## src/rtl/traffic_phase_ctrl.sv

```systemverilog
// Multi-approach intersection controller. Approaches take turns round-robin through
// GREEN -> YELLOW -> ALL_RED. All durations are counted in timebase ticks (tick_en).
// Pedestrian button presses are latched per approach. A latched request earns a walk
// lamp at the start of that approach's next green. A request pending on any other
// approach lets the current green end early once the minimum green time has run.
module traffic_phase_ctrl #(
  parameter int unsigned NUM_PHASES      = 3,
  parameter int unsigned CNT_W           = 8,
  parameter int unsigned GREEN_TICKS     = 8,
  parameter int unsigned MIN_GREEN_TICKS = 4,
  parameter int unsigned YELLOW_TICKS    = 3,
  parameter int unsigned ALL_RED_TICKS   = 2,
  parameter int unsigned WALK_TICKS      = 3
) (
  input  logic                          clk,
  input  logic                          rst,
  input  logic                          tick_en,
  input  logic [NUM_PHASES-1:0]         ped_req,
  output logic [1:0]                    current_state,
  output logic [$clog2(NUM_PHASES)-1:0] current_phase,
  output logic [NUM_PHASES-1:0]         red,
  output logic [NUM_PHASES-1:0]         yellow,
  output logic [NUM_PHASES-1:0]         green,
  output logic [NUM_PHASES-1:0]         walk,
  output logic [NUM_PHASES-1:0]         ped_pending
);

  localparam int unsigned PhW = $clog2(NUM_PHASES);

  typedef enum logic [1:0] {
    StGreen  = 2'b00,
    StYellow = 2'b01,
    StAllRed = 2'b10,
    StBad    = 2'b11
  } state_e;

  // Counter reload values: a state lasting DUR ticks is loaded with DUR-1.
  localparam logic [CNT_W-1:0] GreenLoad  = CNT_W'(GREEN_TICKS - 1);
  localparam logic [CNT_W-1:0] YellowLoad = CNT_W'(YELLOW_TICKS - 1);
  localparam logic [CNT_W-1:0] AllRedLoad = CNT_W'(ALL_RED_TICKS - 1);
  // In green, the count at which the tick being taken completes MIN_GREEN_TICKS.
  localparam logic [CNT_W-1:0] EarlyCnt   = CNT_W'(GREEN_TICKS - MIN_GREEN_TICKS);
  // In green, walk is lit while count >= this value (the first WALK_TICKS ticks).
  localparam logic [CNT_W-1:0] WalkEndCnt = CNT_W'(GREEN_TICKS - WALK_TICKS);
  localparam logic [PhW-1:0]   LastPhase  = PhW'(NUM_PHASES - 1);

  // The state register is a raw vector so the unused code 2'b11 can be held and recovered.
  logic [1:0]            state_q, state_d;
  logic [PhW-1:0]        phase_q, phase_d;
  logic [PhW-1:0]        next_phase;
  logic [CNT_W-1:0]      cnt_q, cnt_d;
  logic [NUM_PHASES-1:0] pend_q, pend_d;
  logic [NUM_PHASES-1:0] ped_prev_q;
  logic [NUM_PHASES-1:0] ped_rise;
  logic [NUM_PHASES-1:0] phase_onehot;
  logic                  walk_grant_q, walk_grant_d;
  logic                  cnt_zero;
  logic                  early_ok;
  logic                  other_pending;

  assign ped_rise   = ped_req & ~ped_prev_q;
  assign cnt_zero   = (cnt_q == '0);
  assign early_ok   = (cnt_q <= EarlyCnt);
  assign next_phase = (phase_q == LastPhase) ? '0 : phase_q + PhW'(1);

  // One-hot select of the active approach.
  always_comb begin
    phase_onehot = '0;
    phase_onehot[phase_q] = 1'b1;
  end

  assign other_pending = |(pend_q & ~phase_onehot);

  // Next-state, counter, pedestrian latch and walk-grant logic.
  always_comb begin
    state_d      = state_q;
    phase_d      = phase_q;
    cnt_d        = cnt_q;
    walk_grant_d = walk_grant_q;
    // Button edges are latched every cycle, whether or not a tick is present.
    pend_d       = pend_q | ped_rise;

    case (state_q)
      StGreen: begin
        if (tick_en) begin
          if (cnt_zero || (other_pending && early_ok)) begin
            state_d      = StYellow;
            cnt_d        = YellowLoad;
            walk_grant_d = 1'b0;
          end else begin
            cnt_d = cnt_q - CNT_W'(1);
          end
        end
      end
      StYellow: begin
        if (tick_en) begin
          if (cnt_zero) begin
            state_d = StAllRed;
            cnt_d   = AllRedLoad;
          end else begin
            cnt_d = cnt_q - CNT_W'(1);
          end
        end
      end
      StAllRed: begin
        if (tick_en) begin
          if (cnt_zero) begin
            state_d      = StGreen;
            phase_d      = next_phase;
            cnt_d        = GreenLoad;
            // Only a request already latched earns the walk. An edge arriving on
            // the entry cycle is absorbed by this green and is not latched.
            walk_grant_d = pend_q[next_phase];
            pend_d[next_phase] = 1'b0;
          end else begin
            cnt_d = cnt_q - CNT_W'(1);
          end
        end
      end
      default: begin
        // Unused code: fall back to a full clearance interval; the phase is kept.
        state_d = StAllRed;
        cnt_d   = AllRedLoad;
      end
    endcase
  end

  // State, counter and latch registers with synchronous reset.
  always_ff @(posedge clk) begin
    if (rst) begin
      state_q      <= StAllRed;
      phase_q      <= LastPhase;
      cnt_q        <= AllRedLoad;
      pend_q       <= '0;
      ped_prev_q   <= '0;
      walk_grant_q <= 1'b0;
    end else begin
      state_q      <= state_d;
      phase_q      <= phase_d;
      cnt_q        <= cnt_d;
      pend_q       <= pend_d;
      ped_prev_q   <= ped_req;
      walk_grant_q <= walk_grant_d;
    end
  end

  // Moore lamp decode: exactly one of red/yellow/green is lit per approach.
  always_comb begin
    green  = '0;
    yellow = '0;
    walk   = '0;
    if (state_q == StGreen) begin
      green = phase_onehot;
      if (walk_grant_q && (cnt_q >= WalkEndCnt)) begin
        walk = phase_onehot;
      end
    end
    if (state_q == StYellow) begin
      yellow = phase_onehot;
    end
    red = ~(green | yellow);
  end

  assign current_state = state_q;
  assign current_phase = phase_q;
  assign ped_pending   = pend_q;

endmodule
```

## config.mk

```make
export PLATFORM = sky130hd
export DESIGN_NAME = traffic_phase_ctrl
export DESIGN_NICKNAME = d
export VERILOG_FILES = /design/src/rtl/traffic_phase_ctrl.sv
export SDC_FILE = /design/constraint.sdc
export NUM_CORES = 1
export LEC_CHECK = 0
export ABC_CLOCK_PERIOD_IN_PS = 4300
export BUFFER_PORTS_ARGS = -buffer_cell sky130_fd_sc_hd__buf_2
export CORE_ASPECT_RATIO = 0.75
export CORE_MARGIN = 3
export CORE_UTILIZATION = 32
export CTS_BUF_LIST = sky130_fd_sc_hd__clkbuf_16
export DETAILED_ROUTE_END_ITERATION = 8
export RECOVER_POWER = 25
export SETUP_SLACK_MARGIN = 0.3
export SYNTH_ARGS = -nofsm -noshare
export SYNTH_HDL_FRONTEND = slang
export SYNTH_SLANG_ARGS = --single-unit
export TNS_END_PERCENT = 20
```

## constraint.sdc

```tcl
create_clock -name clk -period 4.3 [get_ports clk]
set_input_delay 1.29 -clock clk [delete_from_list [all_inputs] [get_ports clk]]
set_output_delay 1.29 -clock clk [all_outputs]
set_load 0.05 [all_outputs]
```

==> impl_metrics.json, run 1 <==
{
  "synth-async-reset-ratio": 0,
  "drt-wirelength-per-cell_um": 13.65,
  "post_synth_edffs": 0,
  "ys_warn_count": 0,
  "share_of_final_layout_standard_cells_stronger_than_drive_strength_1": 0.2047,
  "total_negative_slack_for_setup_checks_ns": 0,
  "leakagePower_nw": 0.5813,
  "timing.critical_path.max_delay_family": "simple AND/OR/NAND/NOR gates",
  "final_nets": 181,
  "drtAntennaViolNets": 0,
  "worstPathArrival_ns": 1.92,
  "grtUsageMet1": 0.1881,
  "setup_viol": 0,
  "clock_sinks": 19,
  "synthesis.area_per_instance_um2": 7.999,
  "cts_buffer_depth": 2,
  "cts-root-buf": "sky130_fd_sc_hd__clkbuf_16",
  "hold_path.class": "register to register",
  "final-hold-violation-count": 0,
  "startpoint": "cnt_q[3]$_SDFFE_PP0P_",
  "final_core_utilization": 0.4125,
  "fin_total_pwr_uw": 579.9,
  "grt_pass1_vias": 1016,
  "synth.cell_area_mm2": 0.001200,
  "critical_path.reg2reg.startpoint": "cnt_q[3]$_SDFFE_PP0P_",
  "drc_errors": 0,
  "hold_slack_ns": 0.4786,
  "cts_tree": "yes",
  "floorplan.initialDensity": 0.3482,
  "synthCells": 150,
  "port_buffers": 24,
  "clk_pin_slew_worst_paths_ns": 0.06,
  "timing.fmax_ghz": 0.3113,
  "cts_repair_resize_count": 0,
  "grt.met3_usage": 0.04255,
  "cap_violations": 0,
  "grt_overflow": 0,
  "portion_of_the_post_synthesis_area_used_by_sequential_elements": 0.3170,
  "number_of_hold_buffers_added_after_cts": 0,
  "grtUsageTotal": 0.1390,
  "top_cells_by_area_in_the_synthesized_netlist": "sky130_fd_sc_hd__dfxtp_1 32%, sky130_fd_sc_hd__nor2_1 5.9%, sky130_fd_sc_hd__nand2_1 4.7%",
  "slowest_stage": "sky130_fd_sc_hd__or4_4",
  "largest_net_degree_at_the_start_of_global_routing": 19,
  "clock_tree.htree_level_count": 1,
  "timing.final.max_slew_violations": 0,
  "n_antenna_cell": 0,
  "period_needed_ns": 3.212,
  "period_share": 0.7470,
  "path_class": "register to primary output",
  "cts_bufs_inserted": 3,
  "postSynth.topFlopCell": "sky130_fd_sc_hd__dfxtp_1",
  "timing.critical_path.cells": "or4_4 > nor2_4 > nand2_1 > nand3_1 > nor3_1 > buf_2",
  "timing.critical_path.to": "walk[0]",
  "postSynthRegisterBits": 19,
  "clk_latency_ns": 0.25,
  "post-cts-setup-buffer-count": 0,
  "post-synth-top-area-fraction": 0.3170,
  "worst-r2r-cell-count": 6,
  "cp-start-kind": "register",
  "powerDensity_mw_per_mm2": 408.0,
  "global_route.usage.met2": 0.2109,
  "reg2reg_setup_slack_ns": 1.91,
  "worst_setup_path_end_kind": "primary output",
  "grt_antenna_before_repair": 0,
  "crit-reg2reg-capture": "cnt_q[1]$_SDFFE_PP0P_",
  "max-vdd-ir-drop_mv": 0.1488,
  "gr-max-usage-layer": "met2",
  "detail_route.vias_per_cell": 5.195,
  "ios": 25,
  "dieArea_mm2": 0.004528,
  "critical_path_cell_count": 6,
  "crit_path_max_fanout": 6,
  "yosysTopAreaCell": "sky130_fd_sc_hd__dfxtp_1",
  "area_delta_synth_final_pct": 18.46,
  "wl_um": 3017,
  "synth_cell_types": 44,
  "die-width_um": 76.71,
  "timing.critical_path.slowest_cell_delay_ns": 0.59,
  "synth_nets": 159,
  "chipHeight_um": 59.03,
  "place.gp.congestion": 0.8282,
  "run_status": "complete, no violations",
  "rsz_0062_raised_after_global_routing": "no",
  "worst_relative_slew_slack": 0.4042,
  "fin_skew_ns": 0.003382,
  "global_route_wire_length_before_repair_um": 4995,
  "floorplan.core_area_mm2": 0.003446,
  "via_count": 1148,
  "drt_pass_1_iters": 4,
  "floorplan.rows": 18,
  "critPathRequiredTime_ns": 3.01,
  "path_buf_inv": 1,
  "estimated_wirelength_of_the_detail_placed_design_um": 2192,
  "timing_worst_slew_pin_value_ns": 0.8856,
  "number_of_drc_violations_after_detailed_routing_iteration_0": 139
}
## power breakdown
group / internal [mW] / total (mW) / switching [mW]
Sequential: 0.191 / 0.217 / 0.0254
Clock: 0.126 / 0.200 / 0.0740
Combinational: 0.0623 / 0.163 / 0.101
Total: 0.379 / 0.580 / 0.201
## layout by cell type, fill, tap and decap left out, drive strengths merged, types with 2 or more instances in the layout
cell / instances
a21oi: 7
o21a: 3
o21ai: 6
nand2b: 5
dfxtp: 19
a21o: 3
nor2: 20
nor3: 5
or3: 2
nor2b: 7
nand3: 3
nand4b: 2
buf: 23
or2: 3
xnor2: 3
clkbuf: 4
o311ai: 2
nor4: 4
ha: 3
mux2i: 5
nand2: 16
inv: 6
o211ai: 2
a31oi: 2
o31ai: 2
or4: 3
## worst min-delay path, stage by stage, from the launching register on
cell	delay [ns]
sky130_fd_sc_hd__dfxtp_1	0.32
sky130_fd_sc_hd__nand2_1	0.06
sky130_fd_sc_hd__mux2i_1	0.05
## Yosys cell counts (2+ instances only)
library cell	number
sky130_fd_sc_hd__inv_1	6
sky130_fd_sc_hd__mux2i_1	5
sky130_fd_sc_hd__nand2_1	15
sky130_fd_sc_hd__o21a_1	3
sky130_fd_sc_hd__nor2b_1	7
sky130_fd_sc_hd__or3_1	2
sky130_fd_sc_hd__or4_1	2
sky130_fd_sc_hd__o31ai_1	2
sky130_fd_sc_hd__nor3_1	5
sky130_fd_sc_hd__a21oi_1	7
sky130_fd_sc_hd__dfxtp_1	19
sky130_fd_sc_hd__xnor2_1	3
sky130_fd_sc_hd__a21o_1	3
sky130_fd_sc_hd__a31oi_1	2
sky130_fd_sc_hd__o211ai_1	2
sky130_fd_sc_hd__o21ai_0	5
sky130_fd_sc_hd__nor2_1	19
sky130_fd_sc_hd__or2_2	3
sky130_fd_sc_hd__clkbuf_1	5
sky130_fd_sc_hd__nand2b_1	5
sky130_fd_sc_hd__ha_1	3
sky130_fd_sc_hd__nor4_1	3
sky130_fd_sc_hd__nand3_1	3
## registers in the layout (all words and copies together) (netlist names)
name / count
cnt_q: 8
ped_prev_q: 3
ped_pending: 3
current_phase: 2
current_state: 2
walk_grant_q: 1
## logic make-up (layout without fill, tap and decap cells)
| logic type | Yosys count | count (layout) | synth area share |
|---|---|---|---|
| AOI/OAI and AO/OA | 33 | 33 | 0.1877 |
| xor gates and xnor gates | 4 | 4 | 0.02920 |
| adders and majority gates | 4 | 4 | 0.03963 |
| buffers and inverters | 13 | 34 | 0.04170 |
| DFF | 19 | 19 | 0.3170 |
| muxes | 5 | 5 | 0.04171 |
| and+or+nand+nor | 72 | 72 | 0.3431 |
## how the worst min path moves through the flow
stage	from	to	slack, ns	cells past startpoint
detailed placement	walk_grant_q$_SDFFE_PP0P_	walk_grant_q$_SDFFE_PP0P_	0.47	2
global placement	walk_grant_q$_SDFFE_PP0P_	walk_grant_q$_SDFFE_PP0P_	0.46	2
finish	walk_grant_q$_SDFFE_PP0P_	walk_grant_q$_SDFFE_PP0P_	0.48	2
CTS	walk_grant_q$_SDFFE_PP0P_	walk_grant_q$_SDFFE_PP0P_	0.48	2
floorplan	walk_grant_q$_SDFFE_PP0P_	walk_grant_q$_SDFFE_PP0P_	0.43	2
global route	walk_grant_q$_SDFFE_PP0P_	walk_grant_q$_SDFFE_PP0P_	0.50	2
## through the flow
step | std cells | instance area [um^2] | setup WS (ns)
6_report | 221 | 1421 | 1.088
5_1_grt | 221 | 1421 | 1.018
4_1_cts | 221 | 1438 | 1.076
3_5_place_dp | 217 | 1355 | 1.377
3_3_place_gp | 217 | 1355 | 1.437
2_1_floorplan | 150 | 1200 | 0.7843
## cell type report
cell class	instances	area (um^2)
Fill cell	361	2024
Multi-Input combinational cell	118	754.5
Sequential cell	19	380.4
Timing Repair Buffer	24	118.9
Clock buffer	3	75.07
Tap cell	50	62.56
Inverter	6	22.52
Clock inverter	1	7.507
## per-layer routing
metal	up-vias	share of wire
met1	523	0.49
met2	42	0.44
li1	577	-
met5	-	0
met3	6	0.057
met4	0	0.015
Note: power is estimated with default switching activity, not from simulation.
==> inputs of run 2 (changes only) <==
ABC_AREA = 1   (was unset)
ABC_CLOCK_PERIOD_IN_PS = 2700   (was 4300)
clock period = 2.7 ns   (was 4.3 ns; I/O delays follow)
==> impl_metrics.json, run 2 <==
{
  "rsz_0062_raised_after_global_routing": "no",
  "crit_path_max_fanout": 6,
  "drc_errors": 0,
  "wl_um": 2761,
  "top_cells_by_area_in_the_synthesized_netlist": "sky130_fd_sc_hd__dfxtp_1 32%, sky130_fd_sc_hd__nand2_1 11%, sky130_fd_sc_hd__nor2_1 7.4%",
  "synth.cell_area_mm2": 0.001174,
  "detail_route.vias_per_cell": 4.532,
  "dieArea_mm2": 0.004438,
  "period_needed_ns": 2.274,
  "total_negative_slack_for_setup_checks_ns": 0,
  "cts_tree": "yes",
  "place_worst_setup_slack_ns": 0.4877,
  "layout.cells.most_common_list": "36 x sky130_fd_sc_hd__nand2_1, 23 x sky130_fd_sc_hd__nor2_1, 21 x sky130_fd_sc_hd__inv_1, 20 x sky130_fd_sc_hd__buf_2, 18 x sky130_fd_sc_hd__dfxtp_1",
  "timing.final.max_slew_violations": 0,
  "power.internal_uw": 815.7,
  "ys_warn_count": 0,
  "crit-reg2reg-capture": "ped_pending[1]$_SDFF_PP0_",
  "cts-root-buf": "sky130_fd_sc_hd__clkbuf_16",
  "n_antenna_cell": 0,
  "synthCells": 173,
  "clk_pin_slew_worst_paths_ns": 0.05,
  "post_synth_edffs": 0,
  "postSynth.topFlopCell": "sky130_fd_sc_hd__dfxtp_1",
  "drt_pass_1_iters": 4,
  "worst_setup_path_end_kind": "primary output",
  "clkPwrFrac": 0.188,
  "worstPathArrival_ns": 1.46,
  "timing.critical_path.slowest_cell_delay_ns": 0.34,
  "post-synth-top-area-fraction": 0.3241,
  "power.share.switching": 0.4897,
  "post-cts-setup-buffer-count": 0,
  "synth-async-reset-ratio": 0,
  "floorplan.core_area_mm2": 0.003401,
  "worst_relative_slew_slack": 0.5459,
  "place_area_mm2": 0.001358,
  "hold_path.class": "register to register",
  "run_status": "complete, no violations",
  "timing.critical_path.max_delay_family": "flip-flops",
  "synth.most_common_cell": "sky130_fd_sc_hd__nand2_1",
  "critPathRequiredTime_ns": 1.89,
  "largest_register_ff_count": 8,
  "clock_tree.htree_level_count": 1,
  "path_class": "register to primary output",
  "area_delta_synth_final_pct": 24.41,
  "period_share": 0.8423,
  "synthesis.area_per_instance_um2": 6.784,
  "post-route-worst-setup-slack_ns": 0.4259,
  "slowest_stage": "sky130_fd_sc_hd__dfxtp_1",
  "final_nets": 210,
  "pwr-share-comb": 0.545,
  "port_buffers": 24,
  "cap_violations": 0,
  "hold_slack_ns": 0.4819,
  "fin_skew_ns": 0.003128,
  "leakagePower_nw": 0.7063,
  "cp-start-kind": "register",
  "setup_viol": 0,
  "final_core_utilization": 0.4294,
  "synth_nets": 182,
  "path_buf_inv": 2,
  "layout.cells.most_common": "sky130_fd_sc_hd__nand2_1",
  "timing_worst_slew_pin_value_ns": 0.6811,
  "holdPathStages": 2,
  "chipHeight_um": 58.45,
  "critical_path.reg2reg.startpoint": "cnt_q[0]$_SDFFE_PP1P_",
  "yosysTopAreaCell": "sky130_fd_sc_hd__dfxtp_1",
  "final-hold-violation-count": 0,
  "top_register": "cnt_q",
  "estimated_wirelength_of_the_detail_placed_design_um": 2181,
  "stdcell_count": 250,
  "synth.cells.most_frequent": "35 x sky130_fd_sc_hd__nand2_1, 23 x sky130_fd_sc_hd__nor2_1, 20 x sky130_fd_sc_hd__inv_1, 19 x sky130_fd_sc_hd__dfxtp_1, 12 x sky130_fd_sc_hd__nand3_1",
  "floorplan.initialDensity": 0.3451,
  "largest_net_degree_at_the_start_of_global_routing": 14,
  "share_seq_of_total_power": 0.267,
  "worst-r2r-cell-count": 9,
  "net-switching-power_uw": 782.7,
  "timing.fmax_ghz": 0.4397,
  "floorplan.rows": 18,
  "portion_of_the_post_synthesis_area_used_by_sequential_elements": 0.3241,
  "cts_buffer_depth": 2,
  "reg2reg_setup_slack_ns": 1.19,
  "share_of_final_layout_standard_cells_stronger_than_drive_strength_1": 0.3000,
  "place_inst": 246,
  "fill_cells": 366,
  "die-width_um": 75.93,
  "max-vdd-ir-drop_mv": 0.7090,
  "layout.cell_area.non_filler_mm2": 0.001460,
  "min-delay-start": "cnt_q[1]$_SDFFE_PP0P_",
  "powerDensity_mw_per_mm2": 1095,
  "clk_latency_ns": 0.25,
  "whs_endpoint": "cnt_q[1]$_SDFFE_PP0P_",
  "grt_antenna_before_repair": 0,
  "timing.critical_path.cells": "inv_2 > ha_2 > a21oi_2 > o21ai_2 > nor3_2 > buf_6",
  "grt_overflow": 0,
  "number_of_hold_buffers_added_after_cts": 0,
  "fin_total_pwr_mw": 1.598,
  "layout.area.seq_um2": 381.6,
  "drtAntennaViolNets": 0,
  "number_of_drc_violations_after_detailed_routing_iteration_0": 118,
  "synth_cell_types": 30,
  "ios": 25,
  "drt-wirelength-per-cell_um": 11.04,
  "postSynthRegisterBits": 19,
  "clock_sinks": 19,
  "grtUsageTotal": 0.1270,
  "multi_input_area_um2": 693.2,
  "place.gp.congestion": 0.8465,
  "cts_bufs_inserted": 3,
  "grt_pass1_vias": 881,
  "global_route_wire_length_before_repair_um": 4402,
  "via_count": 1133
}
[run 2: worst max path at each step]
stage / startpoint / end / slack (ns) / depth (start not counted)
floorplan: current_state[1]$_SDFFE_PP1P_ / walk[0] / -0.11 / 3
CTS: cnt_q[0]$_SDFFE_PP1P_ / walk[1] / 0.31 / 6
global route: cnt_q[1]$_SDFFE_PP0P_ / walk[0] / 0.30 / 7
detailed placement: cnt_q[0]$_SDFFE_PP1P_ / walk[1] / 0.49 / 6
finish: cnt_q[0]$_SDFFE_PP1P_ / walk[0] / 0.43 / 6
global placement: cnt_q[0]$_SDFFE_PP1P_ / walk[0] / 0.52 / 6
[run 2: power by group through the flow]
stage | Combinational, mW | Sequential [mW] | Clock, mW
3_3_place_gp | 0.863 | 0.430 | 0
6_report | 0.871 | 0.427 | 0.301
5_1_grt | 0.954 | 0.437 | 0.324
4_1_cts | 0.865 | 0.423 | 0.311
2_1_floorplan | 0.641 | 0.482 | 0
3_5_place_dp | 0.856 | 0.429 | 0
[run 2: repair_timing]
item                       CTS  global route
resized for setup            4             8
setup endpoints to repair    3             3
pin swaps                    0             1
[run 2: worst min-delay path: cells and delay by family (launching register included)]
| kind | cells | cell delay (ns) |
|---|---|---|
| AO/OA/AOI/OAI | 1 | 0.05 |
| flip-flops | 1 | 0.32 |
| AND/OR/NAND/NOR | 1 | 0.07 |
[run 2: metal layers]
layer,part of all wire,up-vias,track usage
met3,0.060,2,0.03211
met2,0.38,30,0.1604
met4,0.013,0,0.05426
met5,0,-,0
met1,0.55,497,0.1974
li1,-,604,-
[run 2: logic make-up (layout without fill, tap and decap cells)]
kind of cell | Yosys count | in the layout | synth area share
AND/OR/NAND/NOR | 93 | 93 | 0.3838
buffers and inverters | 29 | 56 | 0.1002
flip-flops | 19 | 19 | 0.3241
XOR/XNOR | 3 | 3 | 0.02239
AO/OA/AOI/OAI | 26 | 26 | 0.1375
adder cells (fa/ha/maj) | 3 | 3 | 0.03199
[run 2: cell type report]
type	count	area share
clock buffer	3	0.05141
clock inverter	1	0.002571
inverter	28	0.07798
multi-input combinational	125	0.4747
sequential	19	0.2614
tap	50	0.04284
timing repair buffer	24	0.08912
==> inputs of run 3 (changes only) <==
ABC_AREA = 0   (was 1)
ABC_CLOCK_PERIOD_IN_PS = 1900   (was 2700)
clock period = 1.9 ns   (was 2.7 ns; I/O delays follow)
==> impl_metrics.json, run 3 (synthesized netlist as in run 1, its figures left out) <==
{
  "port_buffers": 24,
  "largest_register_ff_count": 8,
  "floorplan.core_area_mm2": 0.003446,
  "violations": "negative setup slack",
  "cap_violations": 0,
  "floorplan.rows": 18,
  "dr.max_layer_used": "met4",
  "final_nets": 215,
  "drt_pass_1_iters": 4,
  "leakagePower_nw": 0.8144,
  "powerDensity_mw_per_mm2": 776.9,
  "cts_bufs_inserted": 3,
  "detail_route.vias_per_cell": 5.145,
  "critPathRequiredTime_ns": 1.33,
  "clock_sinks": 19,
  "rsz_0062_raised_after_global_routing": "yes",
  "final_core_utilization": 0.5922,
  "wl_met3_um": 224,
  "timing.critical_path.cells": "or4_4 > nor2_4 > nand2_2 > nand3_4 > nor2_4 > buf_6",
  "wl_um": 3982,
  "period_needed_ns": 2.209,
  "run_status": "complete, but fails checks",
  "worst_setup_path_end_kind": "primary output",
  "place.gp.congestion": 0.8918,
  "drt-wirelength-per-cell_um": 15.62,
  "fin_total_pwr_mw": 1.585,
  "ios": 25,
  "area_delta_synth_final_pct": 70.07,
  "clk_pin_slew_worst_paths_ns": 0.06,
  "clk_latency_ns": 0.26,
  "cp-start-kind": "register",
  "layout.cells.most_common": "sky130_fd_sc_hd__buf_4",
  "largest_net_degree_at_the_start_of_global_routing": 19,
  "worstPathArrival_ns": 1.64,
  "slowest_stage": "sky130_fd_sc_hd__or4_4",
  "period_share": 1.163,
  "timing.critical_path.mode_cell": "sky130_fd_sc_hd__nor2_4",
  "n_antenna_cell": 0,
  "cts_buffer_depth": 2,
  "fin_skew_ns": 0.002655,
  "dieArea_mm2": 0.004528,
  "cts_tree": "yes",
  "grt_overflow": 0,
  "max-vdd-ir-drop_mv": 0.4878,
  "global_route_wire_length_before_repair_um": 6534,
  "timing.final.max_slew_violations": 0,
  "wl_met2_um": 1898,
  "worst_relative_slew_slack": 0.5797,
  "floorplan.initialDensity": 0.3482,
  "path_class": "register to primary output",
  "clock_tree.htree_level_count": 1,
  "final-hold-violation-count": 0,
  "top_register": "cnt_q",
  "cts-root-buf": "sky130_fd_sc_hd__clkbuf_16",
  "timing.critical_path.slowest_cell_delay_ns": 0.56,
  "timing_worst_slew_pin_value_ns": 0.6304,
  "drtAntennaViolNets": 0,
  "number_of_drc_violations_after_detailed_routing_iteration_0": 115,
  "grtUsageTotal": 0.1813,
  "timing.fmax_ghz": 0.4527,
  "met1_wirelength_um": 1839,
  "chipHeight_um": 59.03,
  "estimated_wirelength_of_the_detail_placed_design_um": 2656,
  "hold_path.class": "register to register",
  "die-width_um": 76.71,
  "grt_pass1_vias": 1295,
  "post-route-worst-setup-slack_ns": -0.3092,
  "crit_path_max_fanout": 3,
  "number_of_hold_buffers_added_after_cts": 0,
  "via_count": 1312,
  "drc_errors": 0,
  "share_of_final_layout_standard_cells_stronger_than_drive_strength_1": 0.5220,
  "setup_viol": 19,
  "grt_antenna_before_repair": 0,
  "layout.cells.most_common_list": "30 x sky130_fd_sc_hd__buf_4, 13 x sky130_fd_sc_hd__nand2_1, 13 x sky130_fd_sc_hd__buf_6, 11 x sky130_fd_sc_hd__nor2_1, 10 x sky130_fd_sc_hd__dfxtp_1"
}
==> run 3: cell count changes in the layout (fill, tap and decap cells not counted), moves of 7 or more <==
cell                      change
sky130_fd_sc_hd__buf_4       +28
sky130_fd_sc_hd__nand2_1     -23
sky130_fd_sc_hd__inv_1       -17
sky130_fd_sc_hd__buf_2       -13
sky130_fd_sc_hd__buf_6       +12
sky130_fd_sc_hd__nor2_1      -12
sky130_fd_sc_hd__nand3_1     -11
sky130_fd_sc_hd__dfxtp_1      -8
sky130_fd_sc_hd__nor2b_1      +7
==> run 3: layout make-up <==
cell class              instances  area (um^2)
flip-flops and latches         19        401.6
well taps                      50        62.56
inverters                       6        25.02
clock inverters                 1        7.507
multi-input cells             118        972.2
repair buffers                 58        496.7
clock buffers                   3        75.07
fillers                       290         1405
==> run 3: repair_timing <==
item                                    CTS  global route
gates cloned                              0             0
endpoints found under the setup margin   30            32
pin swaps                                12             5
resized for setup                        43            12
setup buffers                             8             1
==> run 3: worst paths after layout <==
path / startpoint / endpoint / slack [ns] / cells after the start
worst min-delay path: walk_grant_q$_SDFFE_PP0P_ / walk_grant_q$_SDFFE_PP0P_ / 0.51 / 2
worst min register to register: walk_grant_q$_SDFFE_PP0P_ / walk_grant_q$_SDFFE_PP0P_ / 0.51 / 2
worst max-delay path: cnt_q[5]$_SDFFE_PP0P_ / walk[1] / -0.31 / 6
worst max register to register: cnt_q[5]$_SDFFE_PP0P_ / current_phase[0]$_SDFFE_PP0P_ / -0.19 / 8
==> run 3: metal layers <==
layer / GRT usage / vias to the layer above
met5: 0 / -
met4: 0.03101 / 0
met3: 0.03343 / 2
met2: 0.3052 / 35
met1: 0.2486 / 621
li1: - / 654
==> run 3: critical path, delay by kind of cell, from the launching register on <==
family	cells	cell delay, ns
buf+inv	1	0.14
flops	1	0.32
simple gates	5	0.92
==> run 3: stage by stage <==
stage | instances | TNS [ns] | setup slack (ns) | area (um^2) | hold WS (ns)
3_5_place_dp | 242 | -0.6868 | -0.1015 | 1690 | 0.4888
2_1_floorplan | 150 | -0.1480 | -0.04370 | 1396 | 0.4593
5_1_grt | 255 | -3.358 | -0.3578 | 2041 | 0.5414
3_3_place_gp | 242 | -0.4266 | -0.08501 | 1690 | 0.4937
4_1_cts | 254 | -1.501 | -0.2859 | 1986 | 0.5066
6_report | 255 | -2.165 | -0.3092 | 2041 | 0.5123
==> run 3: where the power goes <==
part | internal (mW) | switching, mW
Clock | 0.285 | 0.175
Combinational | 0.298 | 0.354
Sequential | 0.433 | 0.0403
